File: src/rtl/jk_reg_sequencer_pkg.sv
// Shared definitions for the JK register sequencer.
//  - Opcode encodings OP_NOP .. OP_ILL
//  - FSM state encoding state_t (ST_IDLE, ST_EXEC, ST_SHIFT, ST_DONE)
//  - is_shift_op(): true for the multi-cycle shift opcodes
package jk_seq_pkg;

   localparam logic [2:0] OP_NOP    = 3'b000;
   localparam logic [2:0] OP_LOAD   = 3'b001;
   localparam logic [2:0] OP_SET    = 3'b010;
   localparam logic [2:0] OP_CLEAR  = 3'b011;
   localparam logic [2:0] OP_TOGGLE = 3'b100;
   localparam logic [2:0] OP_SHL    = 3'b101;
   localparam logic [2:0] OP_SHR    = 3'b110;
   localparam logic [2:0] OP_ILL    = 3'b111;

   typedef enum logic [1:0] {
      ST_IDLE  = 2'd0,
      ST_EXEC  = 2'd1,
      ST_SHIFT = 2'd2,
      ST_DONE  = 2'd3
   } state_t;

   function automatic logic is_shift_op(input logic [2:0] op);
      return (op == OP_SHL) || (op == OP_SHR);
   endfunction

endpackage

File: src/rtl/jk_reg_sequencer_if.sv
// Command handshake bundle for jk_reg_sequencer.
//  cmd_valid/cmd_ready : valid/ready handshake (ready driven by the sequencer)
//  cmd_op              : 3-bit opcode
//  cmd_data            : LOAD data, WIDTH bits
//  cmd_mask            : per-bit enable for LOAD/SET/CLEAR/TOGGLE
//  cmd_shamt           : shift step count, $clog2(WIDTH) bits
// Modports: master = requester, slave = sequencer.
interface jk_reg_sequencer_if #(
   parameter int WIDTH = 8
);
   localparam int SHW = $clog2(WIDTH);

   logic             cmd_valid;
   logic             cmd_ready;
   logic [2:0]       cmd_op;
   logic [WIDTH-1:0] cmd_data;
   logic [WIDTH-1:0] cmd_mask;
   logic [SHW-1:0]   cmd_shamt;

   modport master (
      output cmd_valid, cmd_op, cmd_data, cmd_mask, cmd_shamt,
      input  cmd_ready
   );

   modport slave (
      input  cmd_valid, cmd_op, cmd_data, cmd_mask, cmd_shamt,
      output cmd_ready
   );

endinterface

File: src/rtl/jk_reg_sequencer_bit_cell.sv
// jk_bit_cell: one JK flip-flop with synchronous active-high reset.
//  clk, rst : clock, synchronous reset (q -> 0)
//  j, k     : 00 hold, 01 clear, 10 set, 11 toggle
//  q, q_bar : state and its complement
module jk_bit_cell (
   input  logic clk,
   input  logic rst,
   input  logic j,
   input  logic k,
   output logic q,
   output logic q_bar
);

   always_ff @(posedge clk) begin
      if (rst) begin
         q <= 1'b0;
      end else begin
         case ({j, k})
            2'b01:   q <= 1'b0;
            2'b10:   q <= 1'b1;
            2'b11:   q <= ~q;
            default: q <= q;
         endcase
      end
   end

   assign q_bar = ~q;

endmodule

File: src/rtl/jk_reg_sequencer.sv
// jk_reg_sequencer: command sequencer in front of a WIDTH-bit JK register bank.
// Accepts one command per handshake and drives per-bit J/K for LOAD, SET,
// CLEAR, TOGGLE (single step) or SHL/SHR (one position per cycle).
//  clk, rst       : clock, synchronous active-high reset
//  bus            : command handshake (jk_reg_sequencer_if.slave)
//  ser_in         : serial fill bit used on every shift step
//  q, q_bar       : register state and complement
//  j_out, k_out   : J/K drive into the bank
//  busy           : high in EXEC, SHIFT and DONE
//  done, err      : one-cycle completion pulse; err flags an illegal opcode
// Optional: define JK_SEQ_PERF_EN to add cmd_count[15:0], a wrapping count of
// completed commands (including illegal-opcode completions).
module jk_reg_sequencer
   import jk_seq_pkg::*;
#(
   parameter int WIDTH = 8
) (
   input  logic             clk,
   input  logic             rst,
   jk_reg_sequencer_if.slave bus,
   input  logic             ser_in,
   output logic [WIDTH-1:0] q,
   output logic [WIDTH-1:0] q_bar,
   output logic [WIDTH-1:0] j_out,
   output logic [WIDTH-1:0] k_out,
   output logic             busy,
   output logic             done,
`ifdef JK_SEQ_PERF_EN
   output logic [15:0]      cmd_count,
`endif
   output logic             err
);

   localparam int SHW = $clog2(WIDTH);

   state_t           state;
   logic             ready_r;
   logic [2:0]       op_r;
   logic [WIDTH-1:0] data_r;
   logic [WIDTH-1:0] mask_r;
   logic [SHW-1:0]   shamt_r;
   logic [SHW-1:0]   cnt;
   logic [WIDTH-1:0] shift_nxt;
   logic             accept;
   logic             finish;

   assign accept        = bus.cmd_valid & ready_r;
   assign bus.cmd_ready = ready_r;

   // The first SHIFT cycle (cnt == 0) only primes the step counter; the
   // register moves on the following shamt edges, so the last step lands on
   // the same edge that enters DONE.
   assign finish = (state == ST_EXEC) || ((state == ST_SHIFT) && (cnt == shamt_r));

   // Command fields are captured on accept only; they need no reset.
   always_ff @(posedge clk) begin
      if (accept) begin
         op_r    <= bus.cmd_op;
         data_r  <= bus.cmd_data;
         mask_r  <= bus.cmd_mask;
         shamt_r <= bus.cmd_shamt;
      end
   end

   always_ff @(posedge clk) begin
      if (rst) begin
         state   <= ST_IDLE;
         ready_r <= 1'b1;
         busy    <= 1'b0;
         done    <= 1'b0;
         err     <= 1'b0;
         cnt     <= '0;
      end else begin
         done <= 1'b0;
         err  <= 1'b0;
         case (state)
            ST_IDLE: begin
               if (accept) begin
                  ready_r <= 1'b0;
                  busy    <= 1'b1;
                  cnt     <= '0;
                  // A zero-length shift degenerates to a single-step NOP.
                  if (is_shift_op(bus.cmd_op) && (bus.cmd_shamt != '0))
                     state <= ST_SHIFT;
                  else
                     state <= ST_EXEC;
               end
            end
            ST_EXEC: begin
               state <= ST_DONE;
               done  <= 1'b1;
               err   <= (op_r == OP_ILL);
            end
            ST_SHIFT: begin
               cnt <= cnt + SHW'(1);
               if (finish) begin
                  state <= ST_DONE;
                  done  <= 1'b1;
               end
            end
            default: begin
               state   <= ST_IDLE;
               ready_r <= 1'b1;
               busy    <= 1'b0;
            end
         endcase
      end
   end

`ifdef JK_SEQ_PERF_EN
   always_ff @(posedge clk) begin
      if (rst)
         cmd_count <= 16'h0000;
      else if (finish)
         cmd_count <= cmd_count + 16'h0001;
   end
`endif

   always_comb begin
      j_out     = '0;
      k_out     = '0;
      shift_nxt = (op_r == OP_SHL) ? {q[WIDTH-2:0], ser_in} : {ser_in, q[WIDTH-1:1]};
      case (state)
         ST_EXEC: begin
            case (op_r)
               OP_LOAD: begin
                  j_out = data_r & mask_r;
                  k_out = ~data_r & mask_r;
               end
               OP_SET:    j_out = mask_r;
               OP_CLEAR:  k_out = mask_r;
               OP_TOGGLE: begin
                  j_out = mask_r;
                  k_out = mask_r;
               end
               default: ;
            endcase
         end
         ST_SHIFT: begin
            if (cnt != '0) begin
               j_out = shift_nxt;
               k_out = ~shift_nxt;
            end
         end
         default: ;
      endcase
   end

   for (genvar i = 0; i < WIDTH; i++) begin : g_bit
      jk_bit_cell u_cell (
         .clk   (clk),
         .rst   (rst),
         .j     (j_out[i]),
         .k     (k_out[i]),
         .q     (q[i]),
         .q_bar (q_bar[i])
      );
   end

endmodule

File: src/flat_wrapper.sv
// flat-port wrapper written by rule: the top's interface ports become plain ports
module jk_reg_sequencer_flat import jk_seq_pkg::*;
#(
   parameter int WIDTH = 8
)
  (clk, rst, ser_in, q, q_bar, j_out, k_out, busy, done, err, bus_cmd_valid, bus_cmd_op, bus_cmd_data, bus_cmd_mask, bus_cmd_shamt, bus_cmd_ready);
  jk_reg_sequencer_if #(.WIDTH(WIDTH)) bus_i ();
  input  logic clk;
  input  logic rst;
  input  logic ser_in;
  output logic [WIDTH-1:0] q;
  output logic [WIDTH-1:0] q_bar;
  output logic [WIDTH-1:0] j_out;
  output logic [WIDTH-1:0] k_out;
  output logic busy;
  output logic done;
  output logic err;
  input wire logic [$bits(bus_i.cmd_valid)-1:0] bus_cmd_valid;
  input wire logic [$bits(bus_i.cmd_op)-1:0] bus_cmd_op;
  input wire logic [$bits(bus_i.cmd_data)-1:0] bus_cmd_data;
  input wire logic [$bits(bus_i.cmd_mask)-1:0] bus_cmd_mask;
  input wire logic [$bits(bus_i.cmd_shamt)-1:0] bus_cmd_shamt;
  output wire logic [$bits(bus_i.cmd_ready)-1:0] bus_cmd_ready;
  assign bus_i.cmd_valid = bus_cmd_valid;
  assign bus_i.cmd_op = bus_cmd_op;
  assign bus_i.cmd_data = bus_cmd_data;
  assign bus_i.cmd_mask = bus_cmd_mask;
  assign bus_i.cmd_shamt = bus_cmd_shamt;
  assign bus_cmd_ready = bus_i.cmd_ready;
  jk_reg_sequencer #(.WIDTH(WIDTH)) u_core (.clk(clk), .rst(rst), .bus(bus_i), .ser_in(ser_in), .q(q), .q_bar(q_bar), .j_out(j_out), .k_out(k_out), .busy(busy), .done(done), .err(err));
endmodule
File: config.mk
export PLATFORM = sky130hd
export DESIGN_NAME = jk_reg_sequencer_flat
export DESIGN_NICKNAME = d
export VERILOG_FILES = /design/src/rtl/jk_reg_sequencer_pkg.sv /design/src/rtl/jk_reg_sequencer_if.sv /design/src/rtl/jk_reg_sequencer_bit_cell.sv /design/src/rtl/jk_reg_sequencer.sv /design/src/flat_wrapper.sv
export SDC_FILE = /design/constraint.sdc
export NUM_CORES = 1
export LEC_CHECK = 0
export CAP_MARGIN = 20
export CORE_MARGIN = 1
export CORE_UTILIZATION = 44
export CTS_BUF_LIST = sky130_fd_sc_hd__clkbuf_8
export DETAILED_ROUTE_END_ITERATION = 6
export PLACE_DENSITY = 0.81
export SLEW_MARGIN = 10
export SYNTH_ARGS = -nofsm -noshare
export SYNTH_HDL_FRONTEND = slang
export SYNTH_HIERARCHICAL = 1
export SYNTH_SLANG_ARGS = --single-unit
File: constraint.sdc
create_clock -name clk -period 1.5 [get_ports clk]
set_clock_uncertainty 0.05 [all_clocks]
set_input_delay 0.15 -clock clk [delete_from_list [all_inputs] [get_ports clk]]
set_output_delay 0.15 -clock clk [all_outputs]
set_load 0.02 [all_outputs]
==> results of run 1 <==
[placed cells by master (no fill, tap or decap), types with 8 or more instances in the layout]
cell             synthesis  routed
buf_4                    2      45
nand2_1                 11      11
inv_1                   16      12
a21o_1                   9       9
a32oi_1                  9       9
dlygate4sd2_1            0      17
clkdlybuf4s50_1          0      27
a21oi_1                 12       8
nand3b_1                10      10
dfxtp_1                 17      15
nor2_2                   0       9
nor2_1                  27      18
buf_6                    3      19
nor2b_1                  8       8
o21a_2                   0       8
edfxtp_1                22      22
[flip-flops by register name, indices dropped and copies added (netlist names)]
name,cells
u_core/bus.cmd_ready,1
u_core/busy,1
u_core/cnt,3
u_core/data_r,8
u_core/done,1
u_core/err,1
u_core/g_bit.u_cell/q,8
u_core/mask_r,8
u_core/op_r,3
u_core/shamt_r,3
u_core/state,2
[how the worst max path moves through the flow]
stage / from / end / slack [ns] / cells past startpoint
finish: u_core/op_r[1] / j_out[6] / -0.60 / 6
global route: u_core/op_r[1] / j_out[6] / -0.66 / 6
CTS: u_core/op_r[1] / k_out[1] / -0.56 / 6
detailed placement: u_core/op_r[0] / k_out[1] / -0.70 / 5
global placement: u_core/op_r[0] / k_out[7] / -0.65 / 5
floorplan: u_core/op_r[1] / u_core/g_bit[7].u_cell/q / -0.32 / 8
[where the power goes]
part	switching, mW	internal, mW
Clock	0.380	0.325
Sequential	0.145	1.34
Combinational	1.19	1.07
[logic make-up after synthesis]
group,after synthesis,synth area share [%]
mux,8,3.71
xor+xnor,4,1.62
flops,39,46.4
fa+ha+maj,6,3.48
buf+inv,29,7.13
compound gates,65,20.9
simple gates,71,16.8
[critical path: stages (launching register included)]
cell	delay, ns
edfxtp_1	0.48
nand3b_1	0.23
buf_6	0.18
mux2i_1	0.26
nor2_1	0.08
o21a_2	0.24
buf_6	0.13
[metrics by stage]
stage	area, um2	hold slack (ns)
finish	3470	0.357
detailed placement	3120	0.475
floorplan	2190	0.178
CTS	3380	0.351
global route	3470	0.349
global placement	3120	0.463
[metal layers]
metal,part of all wire (%),wire length [um],GRT usage [%]
met5,0,0,0
met4,1.8,123,7.41
met3,5.7,378,5.83
met2,55,3650,47.6
met1,38,2530,28.7
[area by class of cell]
type,instances,area (um2)
Tap cell,67,83.8
Inverter,16,71.3
Fill cell,324,1250
Clock inverter,3,17.5
Sequential cell,39,1010
Clock buffer,5,68.8
Timing Repair Buffer,113,1040
Multi-Input combinational cell,154,1190
[repair_timing]
action                                 CTS  global route
cloned                                   1             0
pin swaps                               20            19
resized for setup                      144            25
buffers inserted                        13             2
endpoints found under the hold margin    0             0
setup endpoints to repair               47            32
==> impl_metrics.csv, run 1 <==
group,metric,value,unit
finish,instances_no_fill,397,
floorplanning,rows,25,
logic_synthesis,yosys.area.top_type_share,30.6,%
logic_synthesis,synthTopCellsByCount,"nor2_1, edfxtp_1, dfxtp_1, inv_1, a21oi_1",
clock_network,cts_made_buffers,5,
min_path,hold_path_depth,1,
finish,nets,361,
routing,drtIter0Drc,196,
finish,syn_to_final_growth,60.8,%
logic_synthesis,synthTopCellsByArea,"edfxtp_1, dfxtp_1, nor2_1",
finish,final_util,73.5,%
sta,setup_violations,25,
power_and_ir_drop,ir_drop,1.25,mV
grt,track_usage,25.4,%
outcome,status,"finished with violations",
logic_synthesis,yosysMostFrequentCell,"nor2_1",
sta,finalSetupTns,-11.75,ns
critical_path,arrival,1.90,ns
logic_synthesis,synthCells,222,
routing,ant_nets,0,
critical_path,endpoint_kind,"output pin",
logic_synthesis,synth.avg_cell_area,9.72,um2
placement,dp_hpwl,4490,um
sta,hold_viol,0,
clock_network,cts.path.max_buffers,2,
critical_path,reg2reg_to,"u_core/g_bit[0].u_cell/q",
grt,grt_max_degree,18,
logic_synthesis,syn_nets,254,
logic_synthesis,yosys_warnings,6,
placement,port-buffer-count,61,
outcome,violations,"negative setup slack",
power_and_ir_drop,power,4.45,mW
critical_path,critPathKind,"reg -> out",
clock_network,cts_tree,"built",
critical_path,r2r-start,"u_core/op_r[1]",
clock_network,clockRootBuffer,"clkbuf_8",
routing,drc,0,
clock_network,insertion_delay,0.29,ns
min_path,hold_end,"u_core/mask_r[6]",
grt,grt_pass1_wl,9820,um
routing,drt_pass1_iterations,4,
routing,wirelength,6680,um
floorplanning,start_util,45.7,%
grt,grt_pass1_vias,2092,
clock_network,h-tree-depth,2,
power_and_ir_drop,power_density,1280,nW/um2
placement,routabilityCongestion,0.927,
critical_path,start_kind,"register",
clock_network,holdBufCountCts,0,
critical_path,r2r.worst_path.cells,9,
routing,avgRoutedWirePerCell,16.8,um
sta,slew_headroom,75.2,%
grt,antenna_found_initial,0,
power_and_ir_drop,leakage,1.37,nW
sta,worstMarginPinSlew,0.371,ns
min_path,hp-start,"bus_cmd_mask[6]",
sta,period_minus_slack,2.10,ns
min_path,hp-class,"in -> reg",
clock_network,clock-sinks,39,
grt,grt_remaining_overflow,0,
floorplanning,die_area,5190,um2
run,drv_cap,0,
finish,num_antenna_cells,0,
logic_synthesis,ys_types,38,
logic_synthesis,synthesis.area,2160,um2
finish,drive_gt1_share,38.2,%
sta,setup_ws,-0.599,ns
logic_synthesis,ys_seq_area_share,46.4,%
floorplanning,die_x,72.0,um
logic_synthesis,yosysTopAreaCell,"edfxtp_1",
logic_synthesis,ys_ff_latch,39,
floorplanning,io_pins,62,
logic_synthesis,async_flop_share,0,%
clock_network,clk_pin_slew_worst_paths,0.08,ns
critical_path,cp.required,1.30,ns
sta,slew_violations,0,
floorplanning,core,4720,um2
sta,period_share,140,%
sta,rsz0062_at_grt,"yes",
placement,pre_cts_ws,-0.705,ns
logic_synthesis,synth_edf_count,22,
logic_synthesis,ys.flop_type,"edfxtp_1",
critical_path,reg2reg_slack,-0.46,ns
placement,post-place-cells,378,
routing,via_per_inst,5.36,
critical_path,cp_max_fo,8,
routing,num_vias,2126,
sta,max_freq,476,MHz
floorplanning,dieHeight,72.0,um
Power figures use the tool's default switching activity.
==> run 2: changes to the inputs <==
--- a/config.mk
+++ b/config.mk
@@ -7,12 +7,11 @@
 export LEC_CHECK = 0
 export CAP_MARGIN = 20
 export CORE_MARGIN = 1
-export CORE_UTILIZATION = 44
+export CORE_UTILIZATION = 45
 export CTS_BUF_LIST = sky130_fd_sc_hd__clkbuf_8
 export DETAILED_ROUTE_END_ITERATION = 6
 export PLACE_DENSITY = 0.81
 export SLEW_MARGIN = 10
 export SYNTH_ARGS = -nofsm -noshare
 export SYNTH_HDL_FRONTEND = slang
-export SYNTH_HIERARCHICAL = 1
 export SYNTH_SLANG_ARGS = --single-unit
==> impl_metrics.csv, run 2 <==
group,metric,value,unit
critical_path,cp_max_fo,11,
critical_path,critPathKind,"reg -> out",
routing,drt_pass1_iterations,4,
routing,drc,0,
clock_network,cts_tree,"built",
grt,grt_max_degree,24,
finish,final_util,79.3,%
floorplanning,die_x,74.7,um
grt,use_met1,34.8,%
sta,setup_ws,-0.723,ns
clock_network,insertion_delay,0.31,ns
clock_network,cts.path.max_buffers,2,
min_path,hold_path_depth,1,
outcome,violations,"negative setup slack",
finish,nets,363,
clock_network,holdBufCountCts,0,
logic_synthesis,yosys.area.top_type_share,27.8,%
critical_path,start_kind,"register",
critical_path,arrival,2.02,ns
power_and_ir_drop,power_density,1170,nW/um2
power_and_ir_drop,leakage,1.55,nW
run,drv_cap,0,
sta,whs,0.345,ns
logic_synthesis,synthesis.area,2380,um2
floorplanning,die_area,5580,um2
placement,port-buffer-count,61,
logic_synthesis,synth.avg_cell_area,10.4,um2
critical_path,r2r.worst_path.cells,7,
grt,antenna_found_initial,0,
finish,num_antenna_cells,0,
finish,reg_top3,"u_core.data_r x8, u_core.g_bit.u_cell.q x8, u_core.mask_r x8",
sta,worstMarginPinSlew,0.452,ns
logic_synthesis,synthTopCellsByArea,"edfxtp_1, dfxtp_1, buf_4",
logic_synthesis,synthTopCellsByCount,"buf_4, edfxtp_1, dfxtp_1, inv_1, a21oi_1",
floorplanning,start_util,46.5,%
sta,max_freq,450,MHz
logic_synthesis,ys_seq_area_share,42.1,%
grt,met3_usage,5.09,%
power_and_ir_drop,power,4.74,mW
sta,rsz0062_at_grt,"yes",
finish,final_common_cell,"buf_4",
sta,slew_headroom,69.8,%
sta,hold_viol,0,
critical_path,endpoint_kind,"output pin",
logic_synthesis,ys_types,50,
routing,wirelength,8840,um
routing,ant_nets,0,
sta,slew_violations,0,
logic_synthesis,ys.flop_type,"edfxtp_1",
finish,instances_no_fill,402,
routing,drtIter0Drc,178,
min_path,hp-class,"in -> reg",
finish,fin_area,4050,um2
clock_network,h-tree-depth,2,
grt,grt_pass1_wl,11300,um
grt,grt_remaining_overflow,0,
grt,track_usage,27.7,%
routing,avgRoutedWirePerCell,22.0,um
critical_path,cp.required,1.30,ns
finish,drive_gt1_share,52.1,%
clock_network,cts_made_buffers,5,
logic_synthesis,synthCells,228,
routing,via_per_inst,5.91,
sta,period_share,148,%
sta,setup_violations,26,
logic_synthesis,synth_edf_count,22,
clock_network,clock-sinks,39,
routing,num_vias,2377,
outcome,status,"finished with violations",
placement,post-place-cells,376,
grt,grt_busiest_layer,"met2",
logic_synthesis,yosysTopAreaCell,"edfxtp_1",
placement,postPlaceCellArea,3320,um2
logic_synthesis,ys_ff_latch,39,
grt,use_met2,46.1,%
finish,mostFrequentLayoutCells,"buf_4, clkdlybuf4s50_1, buf_6",
power_and_ir_drop,ir_drop,0.904,mV
logic_synthesis,syn_nets,260,
clock_network,clockRootBuffer,"clkbuf_8",
finish,syn_to_final_growth,70.5,%
floorplanning,rows,26,
floorplanning,core,5110,um2
placement,dp_hpwl,4620,um
floorplanning,io_pins,62,
grt,grt_pass1_vias,2236,
floorplanning,dieHeight,74.7,um
logic_synthesis,yosys_warnings,0,
sta,period_minus_slack,2.22,ns
logic_synthesis,async_flop_share,0,%
clock_network,clk_pin_slew_worst_paths,0.09,ns
logic_synthesis,yosysMostFrequentCell,"buf_4",
placement,routabilityCongestion,0.891,
## run 2: changes by cell type after synthesis, moves of 8 or more
cell,before,now
buf_4,2,33
o22ai_1,0,8
nand3b_1,10,1
nor2_1,27,4
nand2_1,11,3
a32oi_1,9,1
o21a_1,9,0
nor2b_1,8,0
## run 2: repair_timing
item / CTS / global route
buffers inserted: 15 / 7
pin swaps: 14 / 10
setup endpoints to repair: 45 / 31
gates resized for setup: 155 / 49
## run 2: area by class of cell
type | count | area [um2]
Multi-Input combinational cell | 127 | 1480
Timing Repair Buffer | 140 | 1310
Fill cell | 294 | 1050
Sequential cell | 39 | 1010
Tap cell | 70 | 87.6
Inverter | 18 | 73.8
Clock buffer | 5 | 68.8
Clock inverter | 3 | 25.0
## run 2: logic make-up after synthesis
| kind of cell | synth area share (%) |
|---|---|
| AOI/OAI and AO/OA | 22.2 |
| xor gates and xnor gates | 1.47 |
| adders and majority gates | 3.16 |
| buffers and inverters | 16.2 |
| DFF | 42.1 |
| muxes | 3.42 |
| and+or+nand+nor | 11.5 |
## run 2: per-layer routing
layer | wire, um | vias to the layer above
met4 | 383 | 0
met2 | 4410 | 155
met5 | 0 | -
met1 | 3510 | 1155
li1 | - | 1025
met3 | 547 | 42
## run 2: critical path, stage by stage (launching register included)
cell and delay [ns]:
dfxtp_2 0.36, inv_2 0.07, ha_4 0.30, inv_4 0.05, a211oi_1 0.25, buf_4 0.31, a21o_1 0.23, buf_6 0.14
## run 2: worst paths after layout
| kind | startpoint | end | slack (ns) |
|---|---|---|---|
| setup / recovery | u_core.state[1] | j_out[0] | -0.72 |
| hold reg to reg | u_core.g_bit[2].u_cell.q | u_core.g_bit[2].u_cell.q | 0.46 |
| hold / removal | bus_cmd_mask[6] | u_core.mask_r[6] | 0.34 |
| setup reg to reg | u_core.op_r[2] | u_core.g_bit[0].u_cell.q | -0.46 |
## run 2: metrics by stage
step	setup WS [ns]	setup TNS, ns
global placement	-0.710	-12.20
finish	-0.723	-13.84
floorplan	-0.144	-2.56
CTS	-0.576	-10.97
detailed placement	-0.774	-13.79
global route	-0.788	-15.51
## run 2: power by group
part	total, mW	internal [mW]	leakage, nW	switching [mW]
clock	0.759	0.333	0.0443	0.426
sequential	1.48	1.33	0.354	0.145
combinational	2.50	1.18	1.16	1.33
==> run 3: changes to the inputs <==
--- a/config.mk
+++ b/config.mk
@@ -6,11 +6,12 @@
 export NUM_CORES = 1
 export LEC_CHECK = 0
 export CAP_MARGIN = 20
-export CORE_MARGIN = 1
-export CORE_UTILIZATION = 45
+export CORE_ASPECT_RATIO = 0.9
+export CORE_MARGIN = 5
+export CORE_UTILIZATION = 30
 export CTS_BUF_LIST = sky130_fd_sc_hd__clkbuf_8
 export DETAILED_ROUTE_END_ITERATION = 6
-export PLACE_DENSITY = 0.81
+export PLACE_DENSITY = 0.59
 export SLEW_MARGIN = 10
 export SYNTH_ARGS = -nofsm -noshare
 export SYNTH_HDL_FRONTEND = slang
==> impl_metrics.csv, run 3 (same netlist as run 2, synthesis figures left out) <==
group,metric,value,unit
outcome,status,"finished with violations",
outcome,violations,"negative setup slack",
routing,via_per_inst,4.85,
critical_path,critPathSlowestCell,"or4bb_4",
power_and_ir_drop,clkPwrFrac,19.1,%
critical_path,endpoint_kind,"output pin",
critical_path,critPathKind,"reg -> out",
min_path,hp-class,"in -> reg",
placement,postPlaceCellArea,3360,um2
clock_network,cts_tree,"built",
power_and_ir_drop,switching_share,36.5,%
critical_path,path_buf_inv,2,
placement,dp_hpwl,4890,um
sta,slew_headroom,77.0,%
critical_path,cp.required,1.30,ns
routing,avgRoutedWirePerCell,16.2,um
clock_network,cts.path.max_buffers,2,
floorplanning,dieHeight,94.5,um
power_and_ir_drop,p_int,2.97,mW
clock_network,clk_pin_slew_worst_paths,0.08,ns
power_and_ir_drop,power_frac_seq,31.2,%
finish,num_antenna_cells,0,
critical_path,cp_common_cell,"buf_6",
placement,port-buffer-count,61,
power_and_ir_drop,comb_power_share,49.7,%
sta,max_freq,469,MHz
floorplanning,rows,30,
critical_path,crit_chain,"buf_6, or4bb_4, a31oi_4, a21o_1, buf_6",
grt,grt_pass1_wl,11300,um
sta,setup_violations,24,
sta,hold_viol,0,
clock_network,holdBufCountCts,0,
clock_network,clock-sinks,39,
sta,setup_ws,-0.633,ns
finish,final_common_cell,"buf_4",
grt,antenna_found_initial,0,
sta,slew_violations,0,
power_and_ir_drop,ir_drop,0.700,mV
sta,period_minus_slack,2.13,ns
grt,grt_remaining_overflow,0,
finish,syn_to_final_growth,73.2,%
finish,mostFrequentLayoutCells,"buf_4, buf_6, clkdlybuf4s50_1",
critical_path,cp_max_fo,5,
critical_path,critPathTopFamily,"simple AND/OR/NAND/NOR gates",
floorplanning,die_area,9810,um2
routing,drc,0,
critical_path,arrival,1.93,ns
power_and_ir_drop,switchingPower,1.70,mW
clock_network,h-tree-depth,2,
critical_path,start_kind,"register",
floorplanning,core,7620,um2
power_and_ir_drop,leakage,1.59,nW
critical_path,worst_path_largest_cell_delay,0.56,ns
routing,drt_pass1_iterations,4,
power_and_ir_drop,power,4.67,mW
routing,num_vias,2116,
clock_network,insertion_delay,0.30,ns
finish,reg_top3,"u_core.data_r x8, u_core.g_bit.u_cell.q x8, u_core.mask_r x8",
routing,drtIter0Drc,74,
routing,ant_nets,0,
clock_network,cts_made_buffers,5,
run,drv_cap,0,
finish,drive_gt1_share,53.2,%
power_and_ir_drop,power_density,1130,nW/um2
sta,period_share,142,%
clock_network,clockRootBuffer,"clkbuf_8",
sta,rsz0062_at_grt,"yes",
sta,worstMarginPinSlew,0.345,ns
finish,fillers,641,
floorplanning,start_util,31.2,%
finish,fin_area,4120,um2
placement,routabilityCongestion,0.818,
grt,grt_max_degree,19,
grt,track_usage,14.4,%
finish,nets,371,
floorplanning,io_pins,62,
grt,grt_pass1_vias,2163,
routing,wirelength,7070,um
floorplanning,die_x,104,um
## run 3: cell types whose count changed in the layout (fill, tap and decap cells not counted), moves of 2 or more
cell,previous run,this run
a311oi_4,4,1
o22ai_4,7,4
buf_12,5,1
o22ai_2,0,3
buf_6,26,36
clkinv_4,2,0
a311oi_2,1,4
ha_4,1,3
## run 3: through the flow
step | setup WS [ns] | util, % | instances | hold WS, ns | TNS, ns
floorplan | -0.144 | - | 228 | 0.199 | -2.56
global placement | -0.762 | 44.1 | 406 | 0.454 | -14.15
detailed placement | -0.756 | 44.1 | 406 | 0.452 | -14.12
CTS | -0.599 | 51.4 | 430 | 0.347 | -11.07
global route | -0.697 | 54.0 | 436 | 0.344 | -13.88
finish | -0.633 | 54.0 | 436 | 0.355 | -11.93
## run 3: power groups by stage
stage	Combinational [mW]	Clock (mW)	Sequential, mW
floorplan	1.05	0	1.47
global placement	1.80	0	1.46
detailed placement	1.79	0	1.47
CTS	2.14	0.916	1.44
global route	2.48	0.967	1.47
finish	2.32	0.893	1.46
## run 3: worst paths after layout
path                    from  slack, ns  depth (start not counted)                       end
max           u_core.op_r[1]      -0.63                          5                  j_out[0]
min          bus_cmd_mask[2]       0.36                          1          u_core.mask_r[2]
max reg2reg   u_core.op_r[1]      -0.38                          7  u_core.g_bit[4].u_cell.q
min reg2reg      u_core.busy       0.46                          2               u_core.busy
## run 3: worst register-to-register path, cell delays in order, from the launching register on
cell and delay [ns]:
edfxtp_1 0.46, buf_4 0.18, or4bb_4 0.53, a31oi_4 0.17, buf_4 0.14, buf_4 0.09
a211oi_1 0.04, a211oi_2 0.15
## run 3: area by class of cell
cell class                 count  area [um2]  share of cell area [%]
clock buffer                   5        68.8                    1.67
timing repair buffer         148        1370                    33.2
inverter                      18        72.6                    1.76
clock inverter                 3        41.3                    1.00
tap                           96         120                    2.92
sequential                    39        1010                    24.5
multi-input combinational    127        1440                    35.0
## run 3: per-layer routing
| layer | GRT usage, % | wire length (um) |
|---|---|---|
| met5 | 0 | 0 |
| met4 | 3.99 | 77 |
| met3 | 3.49 | 359 |
| met2 | 23.7 | 3370 |
| met1 | 18.9 | 3260 |
## run 3: repair_timing
action                     in CTS  in global routing
buffers inserted               18                  7
pin swaps                      20                 12
gates cloned                    2                  0
resized for setup             175                 34
setup endpoints to repair      43                 34
